### config.mk
export PLATFORM = sky130hd
export DESIGN_NAME = bfly_out_wr_arbiter_flat
export DESIGN_NICKNAME = d
export VERILOG_FILES = /design/src/rtl/bfly_out_wr_arbiter_if.sv /design/src/rtl/bfly_out_wr_arbiter.sv /design/src/flat_wrapper.sv
export SDC_FILE = /design/constraint.sdc
export NUM_CORES = 2
export LEC_CHECK = 0
export CELL_PAD_IN_SITES_DETAIL_PLACEMENT = 1
export CELL_PAD_IN_SITES_GLOBAL_PLACEMENT = 1
export CORE_ASPECT_RATIO = 1.75
export CORE_MARGIN = 1
export CORE_UTILIZATION = 50
export CTS_CLUSTER_SIZE = 40
export DETAILED_ROUTE_END_ITERATION = 10
export PLACE_DENSITY = 0.88
export SYNTH_ARGS = -nofsm -noshare
export SYNTH_HDL_FRONTEND = slang
export SYNTH_SLANG_ARGS = --single-unit
### constraint.sdc
create_clock -name clk -period 11.45 [get_ports clk]
set_clock_uncertainty 0.1 [all_clocks]
set_input_delay 1.145 -clock clk [delete_from_list [all_inputs] [get_ports clk]]
set_output_delay 1.145 -clock clk [all_outputs]
set_load 0.01 [all_outputs]
### src/rtl/bfly_out_wr_arbiter_if.sv
// Handshake bundle between the butterfly serial outputs and the DDR3 write channel.
// master: the arbiter's view (takes both upstream ports, drives the write stream).
// slave: the surrounding logic's view (drives the upstream beats, accepts the write stream).
interface bfly_out_wr_arbiter_if #(
  parameter int DATA_WIDTH = 384
);
  logic                  up_vld_A;
  logic [DATA_WIDTH-1:0] up_dat_A;
  logic                  up_rdy_A;
  logic                  up_vld_B;
  logic [DATA_WIDTH-1:0] up_dat_B;
  logic                  up_rdy_B;
  logic                  dn_vld;
  logic [DATA_WIDTH-1:0] dn_dat;
  logic                  dn_src;
  logic                  dn_rdy;

  modport master (
    input  up_vld_A, up_dat_A, up_vld_B, up_dat_B, dn_rdy,
    output up_rdy_A, up_rdy_B, dn_vld, dn_dat, dn_src
  );

  modport slave (
    output up_vld_A, up_dat_A, up_vld_B, up_dat_B, dn_rdy,
    input  up_rdy_A, up_rdy_B, dn_vld, dn_dat, dn_src
  );
endinterface

### src/rtl/bfly_out_wr_arbiter.sv
// Merges butterfly port A (real) and port B (complex) into one DDR3 write stream, burst-locked round-robin.
// Latency: beat written into an empty FIFO at edge N is on dn_vld at edge N+2; one beat/cycle sustained.
// Backpressure: dn_rdy low holds the output register; full FIFOs drop up_rdy_x, and a beat offered anyway is dropped and flagged.
module bfly_out_wr_arbiter #(
  parameter int DATA_WIDTH = 384,
  parameter int FIFO_DEPTH = 4,
  parameter int BURST_LEN  = 4,
  parameter int CNT_WIDTH  = 32
) (
  input  logic                 clk,
  input  logic                 rst_n,
  input  logic                 clr,
  bfly_out_wr_arbiter_if.master bus,
  output logic [CNT_WIDTH-1:0] beat_cnt_A,
  output logic [CNT_WIDTH-1:0] beat_cnt_B,
  output logic                 ovf_A,
  output logic                 ovf_B
);

  localparam int AW = $clog2(FIFO_DEPTH);
  localparam int BW = $clog2(BURST_LEN + 1);

  typedef enum logic [1:0] {IDLE, GRANT_A, GRANT_B} state_t;

  // Index 0 is port A, index 1 is port B throughout.
  logic [1:0]            up_vld;
  logic [1:0]            push;
  logic [1:0]            pop;
  logic [1:0]            empty;
  logic [1:0]            full;
  logic [1:0]            drain;
  logic [1:0]            ovf_set;
  logic [DATA_WIDTH-1:0] up_dat [2];
  logic [DATA_WIDTH-1:0] head   [2];

  state_t                state;
  logic                  ptr;        // port favoured when both FIFOs are waiting
  logic [BW-1:0]         burst_cnt;
  logic                  dn_vld_q;
  logic                  dn_src_q;
  logic [DATA_WIDTH-1:0] dn_dat_q;

  logic ld;
  logic gp;
  logic pop_any;
  logic burst_last;
  logic leave;

  assign up_vld    = {bus.up_vld_B, bus.up_vld_A};
  assign up_dat[0] = bus.up_dat_A;
  assign up_dat[1] = bus.up_dat_B;

  // Ready comes straight from registered occupancy: a full FIFO stays not-ready even while it is popped.
  assign bus.up_rdy_A = ~full[0];
  assign bus.up_rdy_B = ~full[1];
  assign ovf_set      = up_vld & full;

  for (genvar p = 0; p < 2; p++) begin : g_fifo
    logic [DATA_WIDTH-1:0] mem [FIFO_DEPTH];
    logic [AW-1:0]         wr_ptr;
    logic [AW-1:0]         rd_ptr;
    logic [AW:0]           occ;

    assign full[p]  = (occ == (AW + 1)'(FIFO_DEPTH));
    assign empty[p] = (occ == '0);
    assign push[p]  = up_vld[p] & ~full[p];
    assign head[p]  = mem[rd_ptr];
    // The pop in flight takes the last entry and nothing refills it this cycle.
    assign drain[p] = pop[p] & ~push[p] & (occ == (AW + 1)'(1));

    // Storage needs no reset: occupancy alone decides what is valid.
    always_ff @(posedge clk) begin
      if (push[p]) mem[wr_ptr] <= up_dat[p];
    end

    // Pointers wrap naturally because the depth is a power of two.
    always_ff @(posedge clk or negedge rst_n) begin
      if (!rst_n) begin
        wr_ptr <= '0;
        rd_ptr <= '0;
        occ    <= '0;
      end else begin
        if (push[p]) wr_ptr <= wr_ptr + AW'(1);
        if (pop[p])  rd_ptr <= rd_ptr + AW'(1);
        occ <= occ + (AW + 1)'(push[p]) - (AW + 1)'(pop[p]);
      end
    end
  end

  // The output register can take a new beat when empty or when its current beat leaves.
  assign ld         = ~dn_vld_q | bus.dn_rdy;
  assign gp         = (state == GRANT_B);
  assign pop[0]     = (state == GRANT_A) & ld & ~empty[0];
  assign pop[1]     = (state == GRANT_B) & ld & ~empty[1];
  assign pop_any    = |pop;
  assign burst_last = (burst_cnt == BW'(BURST_LEN - 1));
  assign leave      = pop_any & (burst_last | drain[gp]);

  // Grant FSM and the registered output stage, advanced together so a port switch costs no cycle.
  always_ff @(posedge clk or negedge rst_n) begin
    if (!rst_n) begin
      state     <= IDLE;
      ptr       <= 1'b0;
      burst_cnt <= '0;
      dn_vld_q  <= 1'b0;
      dn_dat_q  <= '0;
      dn_src_q  <= 1'b0;
    end else begin
      if (ld) begin
        dn_vld_q <= pop_any;
        if (pop_any) begin
          dn_dat_q <= head[gp];
          dn_src_q <= gp;
        end
      end
      case (state)
        IDLE: begin
          burst_cnt <= '0;
          if (!empty[0] && !empty[1]) state <= ptr ? GRANT_B : GRANT_A;
          else if (!empty[0])         state <= GRANT_A;
          else if (!empty[1])         state <= GRANT_B;
        end
        default: begin
          if (leave) begin
            burst_cnt <= '0;
            ptr       <= ~gp;
            // Hand over if the other port waits; a lone busy port is re-granted
            // in place (fresh burst) so it keeps one beat per cycle.
            if (!empty[~gp])     state <= gp ? GRANT_A : GRANT_B;
            else if (drain[gp])  state <= IDLE;
          end else if (pop_any) begin
            burst_cnt <= burst_cnt + BW'(1);
          end
        end
      endcase
    end
  end

  assign bus.dn_vld = dn_vld_q;
  assign bus.dn_dat = dn_dat_q;
  assign bus.dn_src = dn_src_q;

  // Enqueue counters and sticky overflow flags; clr takes priority over any update.
  always_ff @(posedge clk or negedge rst_n) begin
    if (!rst_n) begin
      beat_cnt_A <= '0;
      beat_cnt_B <= '0;
      ovf_A      <= 1'b0;
      ovf_B      <= 1'b0;
    end else if (clr) begin
      beat_cnt_A <= '0;
      beat_cnt_B <= '0;
      ovf_A      <= 1'b0;
      ovf_B      <= 1'b0;
    end else begin
      if (push[0]) beat_cnt_A <= beat_cnt_A + CNT_WIDTH'(1);
      if (push[1]) beat_cnt_B <= beat_cnt_B + CNT_WIDTH'(1);
      if (ovf_set[0]) ovf_A <= 1'b1;
      if (ovf_set[1]) ovf_B <= 1'b1;
    end
  end

endmodule

### src/flat_wrapper.sv
// flat-port wrapper written by rule: the top's interface ports become plain ports
module bfly_out_wr_arbiter_flat 
#(
  parameter int DATA_WIDTH = 384,
  parameter int FIFO_DEPTH = 4,
  parameter int BURST_LEN  = 4,
  parameter int CNT_WIDTH  = 32
)
  (clk, rst_n, clr, beat_cnt_A, beat_cnt_B, ovf_A, ovf_B, bus_up_vld_A, bus_up_dat_A, bus_up_vld_B, bus_up_dat_B, bus_dn_rdy, bus_up_rdy_A, bus_up_rdy_B, bus_dn_vld, bus_dn_dat, bus_dn_src);
  bfly_out_wr_arbiter_if #(.DATA_WIDTH(DATA_WIDTH)) bus_i ();
  input  logic clk;
  input  logic rst_n;
  input  logic clr;
  output logic [CNT_WIDTH-1:0] beat_cnt_A;
  output logic [CNT_WIDTH-1:0] beat_cnt_B;
  output logic ovf_A;
  output logic ovf_B;
  input wire logic [$bits(bus_i.up_vld_A)-1:0] bus_up_vld_A;
  input wire logic [$bits(bus_i.up_dat_A)-1:0] bus_up_dat_A;
  input wire logic [$bits(bus_i.up_vld_B)-1:0] bus_up_vld_B;
  input wire logic [$bits(bus_i.up_dat_B)-1:0] bus_up_dat_B;
  input wire logic [$bits(bus_i.dn_rdy)-1:0] bus_dn_rdy;
  output wire logic [$bits(bus_i.up_rdy_A)-1:0] bus_up_rdy_A;
  output wire logic [$bits(bus_i.up_rdy_B)-1:0] bus_up_rdy_B;
  output wire logic [$bits(bus_i.dn_vld)-1:0] bus_dn_vld;
  output wire logic [$bits(bus_i.dn_dat)-1:0] bus_dn_dat;
  output wire logic [$bits(bus_i.dn_src)-1:0] bus_dn_src;
  assign bus_i.up_vld_A = bus_up_vld_A;
  assign bus_i.up_dat_A = bus_up_dat_A;
  assign bus_i.up_vld_B = bus_up_vld_B;
  assign bus_i.up_dat_B = bus_up_dat_B;
  assign bus_i.dn_rdy = bus_dn_rdy;
  assign bus_up_rdy_A = bus_i.up_rdy_A;
  assign bus_up_rdy_B = bus_i.up_rdy_B;
  assign bus_dn_vld = bus_i.dn_vld;
  assign bus_dn_dat = bus_i.dn_dat;
  assign bus_dn_src = bus_i.dn_src;
  bfly_out_wr_arbiter #(.DATA_WIDTH(DATA_WIDTH), .FIFO_DEPTH(FIFO_DEPTH), .BURST_LEN(BURST_LEN), .CNT_WIDTH(CNT_WIDTH)) u_core (.clk(clk), .rst_n(rst_n), .clr(clr), .bus(bus_i), .beat_cnt_A(beat_cnt_A), .beat_cnt_B(beat_cnt_B), .ovf_A(ovf_A), .ovf_B(ovf_B));
endmodule
==> results.toml <==
[clock_network]
cts_sinks = 3544
htreeDepth = 5
root_buffer = "clkbuf_16"
cts_tree = "built"
postCtsHoldBufs = 0
clk_pin_slew_worst_paths_ns = 0.07
cts_resized = 0
clock_latency_ns = 0.87
cts.path.max_buffers = 4
cts_setup_buffers = 0
numCtsBuffers = 315

[yosys]
synthSimpleGateAreaFrac_pct = 4.18
yosysSeqAreaShare_pct = 78.8
synth_nets = 7367
synth_top_flop_cell = "edfxtp_1"
async_reset_ff_share_pct = 13.3
synth-xor-area-share_pct = 0.425
netlist_instances = 6575
synth_seq_cells = 3544
ys_warn_count = 0
syn_area_per_cell_um2 = 20.1
synth_mux_area_share_pct = 13.1
synth_compound_area_share_pct = 1.97
ys_types = 45
synth_edf_count = 3072
synth_area_um2 = 132000
synth-adder-area-share_pct = 0.182
synth_top_family_by_area = "multiplexers"

[global_routing]
grt_max_degree = 174
antenna_found_initial = 245
grt_pass1_vias = 79900
grt_remaining_overflow = 0
globalRouteTotalUtil_pct = 33.2
grt_pass1_wl_um = 620000

[sta]
max_freq_mhz = 195
hold_viol_final = 0
period_share_pct = 44.8
hold_ws_ns = 0.151
rsz0062_at_grt = "false"
max_slew_margin_pct = 15.4
tns_ns = 0
drv_slew = 0
period_minus_slack_ns = 5.13
worstMarginPinSlew_ns = 1.27
setup_viol = 0

[final_layout]
multiInputGateArea_um2 = 26300
fill_cells = 22000
final_common_cell = "edfxtp_1"
regArea_um2 = 104000
final_layout_size_suffix_gt1_share_pct = 16.7
mostFrequentLayoutCells = "edfxtp_1 (3072), clkdlybuf4s50_1 (1225), nand2_1 (806)"
syn_to_final_growth_pct = 20.5
nets = 8642

[route]
viasPerCell = 6.57
drc = 0
dr.pass1.iters = 5
drt_iter0_drc = 10300
dr_wl_met3_um = 59700
drt_wl_total_um = 472000
wl_per_cell_um = 39.9
top_layer_used = "met5"
final_antenna_net_count = 0
wl_met2_um = 226000
met1_length_um = 146000
num_vias = 77600

[pwr]
power.leakage_uw = 0.0526
max-vdd-ir-drop_v = 0.000218
p_per_area_nw_per_um2 = 276

[flow_run]
cap_viol_max_count = 0

[setup_path]
r2r_start = "u_core.state[1]"
crit_slowest_cell = "buf_4"
arrival_ns = 5.74
start_kind = "flip-flop"
slowest_delay_ns = 0.94
end_kind = "flip-flop"
crit_chain = "nor2b_4 -> and3_1 -> or2_4 -> buf_4 -> buf_12 -> nor2_1 -> a31oi_1"
cp.required_ns = 12.06
worstSetupStartpoint = "u_core.state[1]"
critPathKind = "reg -> reg"
worstPathMaxFanout = 168

[hold_path]
holdCritPathClass = "in -> async"

[die]
core_region_area_um2 = 263000
die_h_um = 682
rows = 249
die_w_um = 390
initial_core_util_pct = 50.3
die_area_um2 = 266000
io_pins = 1228

[placed_design]
port_buffers = 1227
gp_congestion = 0.848
hpwl_um = 261000

[run_status]
status = "completed"
[layer usage]
layer	track usage (%)	up-vias
li1	-	28900
met1	37.6	40200
met2	53.9	6702
met3	10.8	1663
met4	21.5	150
met5	0	-
[cell families after synthesis]
family	Yosys count
compound gates	418
xor+xnor	64
fa+ha+maj	18
buf+inv	378
flops	3544
mux	768
simple gates	1385
[flip-flops by register name (all words and copies together), names as in the netlist]
register / flops
u_core.bus.dn_dat: 384
u_core.state: 2
u_core.g_fifo.occ: 6
u_core.bus.dn_src: 1
u_core.burst_cnt: 3
u_core.bus.dn_vld: 1
u_core.g_fifo.rd_ptr: 4
u_core.beat_cnt_A: 32
u_core.g_fifo.mem: 3072
u_core.ovf_B: 1
u_core.beat_cnt_B: 32
u_core.ptr: 1
u_core.g_fifo.wr_ptr: 4
u_core.ovf_A: 1
[worst max-delay path, delay by kind of cell (launching register included)]
family / cells / cell delay (ns)
buffers and inverters: 2 / 1.66
AO/OA/AOI/OAI: 1 / 0.40
AND/OR/NAND/NOR: 4 / 2.14
flip-flops: 1 / 0.53
[cell type report]
cell class	instances	share of cell area [%]
diodes	189	0.297
clock buffers	424	5.47
clock inverters	152	1.11
inverters	19	0.0448
multi-input cells	2653	16.5
flip-flops and latches	3544	65.4
well taps	3514	2.76
repair buffers	1317	8.42
[stage by stage]
stage	util (%)	instance area (µm²)	worst slack, ns	power, µW	cells
6_report	60.6	159000	6.32	44000	11800
5_1_grt	60.6	159000	6.17	44900	11800
4_1_cts	60.4	159000	6.54	43400	11600
3_5_place_dp	56.4	148000	6.14	31800	11000
3_3_place_gp	56.4	148000	6.41	30800	11000
2_1_floorplan	-	132000	0.641	26900	6575
[cells in the mapped netlist, drive strengths merged (16+ instances only)]
cell type  instances  area share (%)
dfrtp            472             8.9
buf              188            0.79
mux4             768              13
ha                16            0.15
and3              21            0.10
nand2            806             2.3
inv               19           0.054
nand4             23            0.11
a31oi            385             1.8
nor2             452             1.3
clkbuf           171            0.49
xor2              38            0.25
edfxtp          3072              70
xnor2             26            0.17
nand3             29            0.11
[report_power, final]
part	switching [µW]	total [µW]	internal [µW]
registers	1710	19000	17300
clock network	5150	11300	6110
logic	8280	13700	5410
total	15100	44000	28800
[final timing paths]
path / to / slack (ns) / cells past startpoint
max in group asynchronous: u_core.bus.dn_dat[129] / 8.69 / 3
min in group clk: u_core.ovf_A / 0.42 / 2
setup reg to reg: u_core.bus.dn_dat[26] / 6.32 / 7
hold / removal: u_core.bus.dn_dat[265] / 0.15 / 1
setup / recovery: u_core.bus.dn_dat[26] / 6.32 / 7
hold reg to reg: u_core.ovf_A / 0.42 / 2
(Power assumes the default switching activity.)
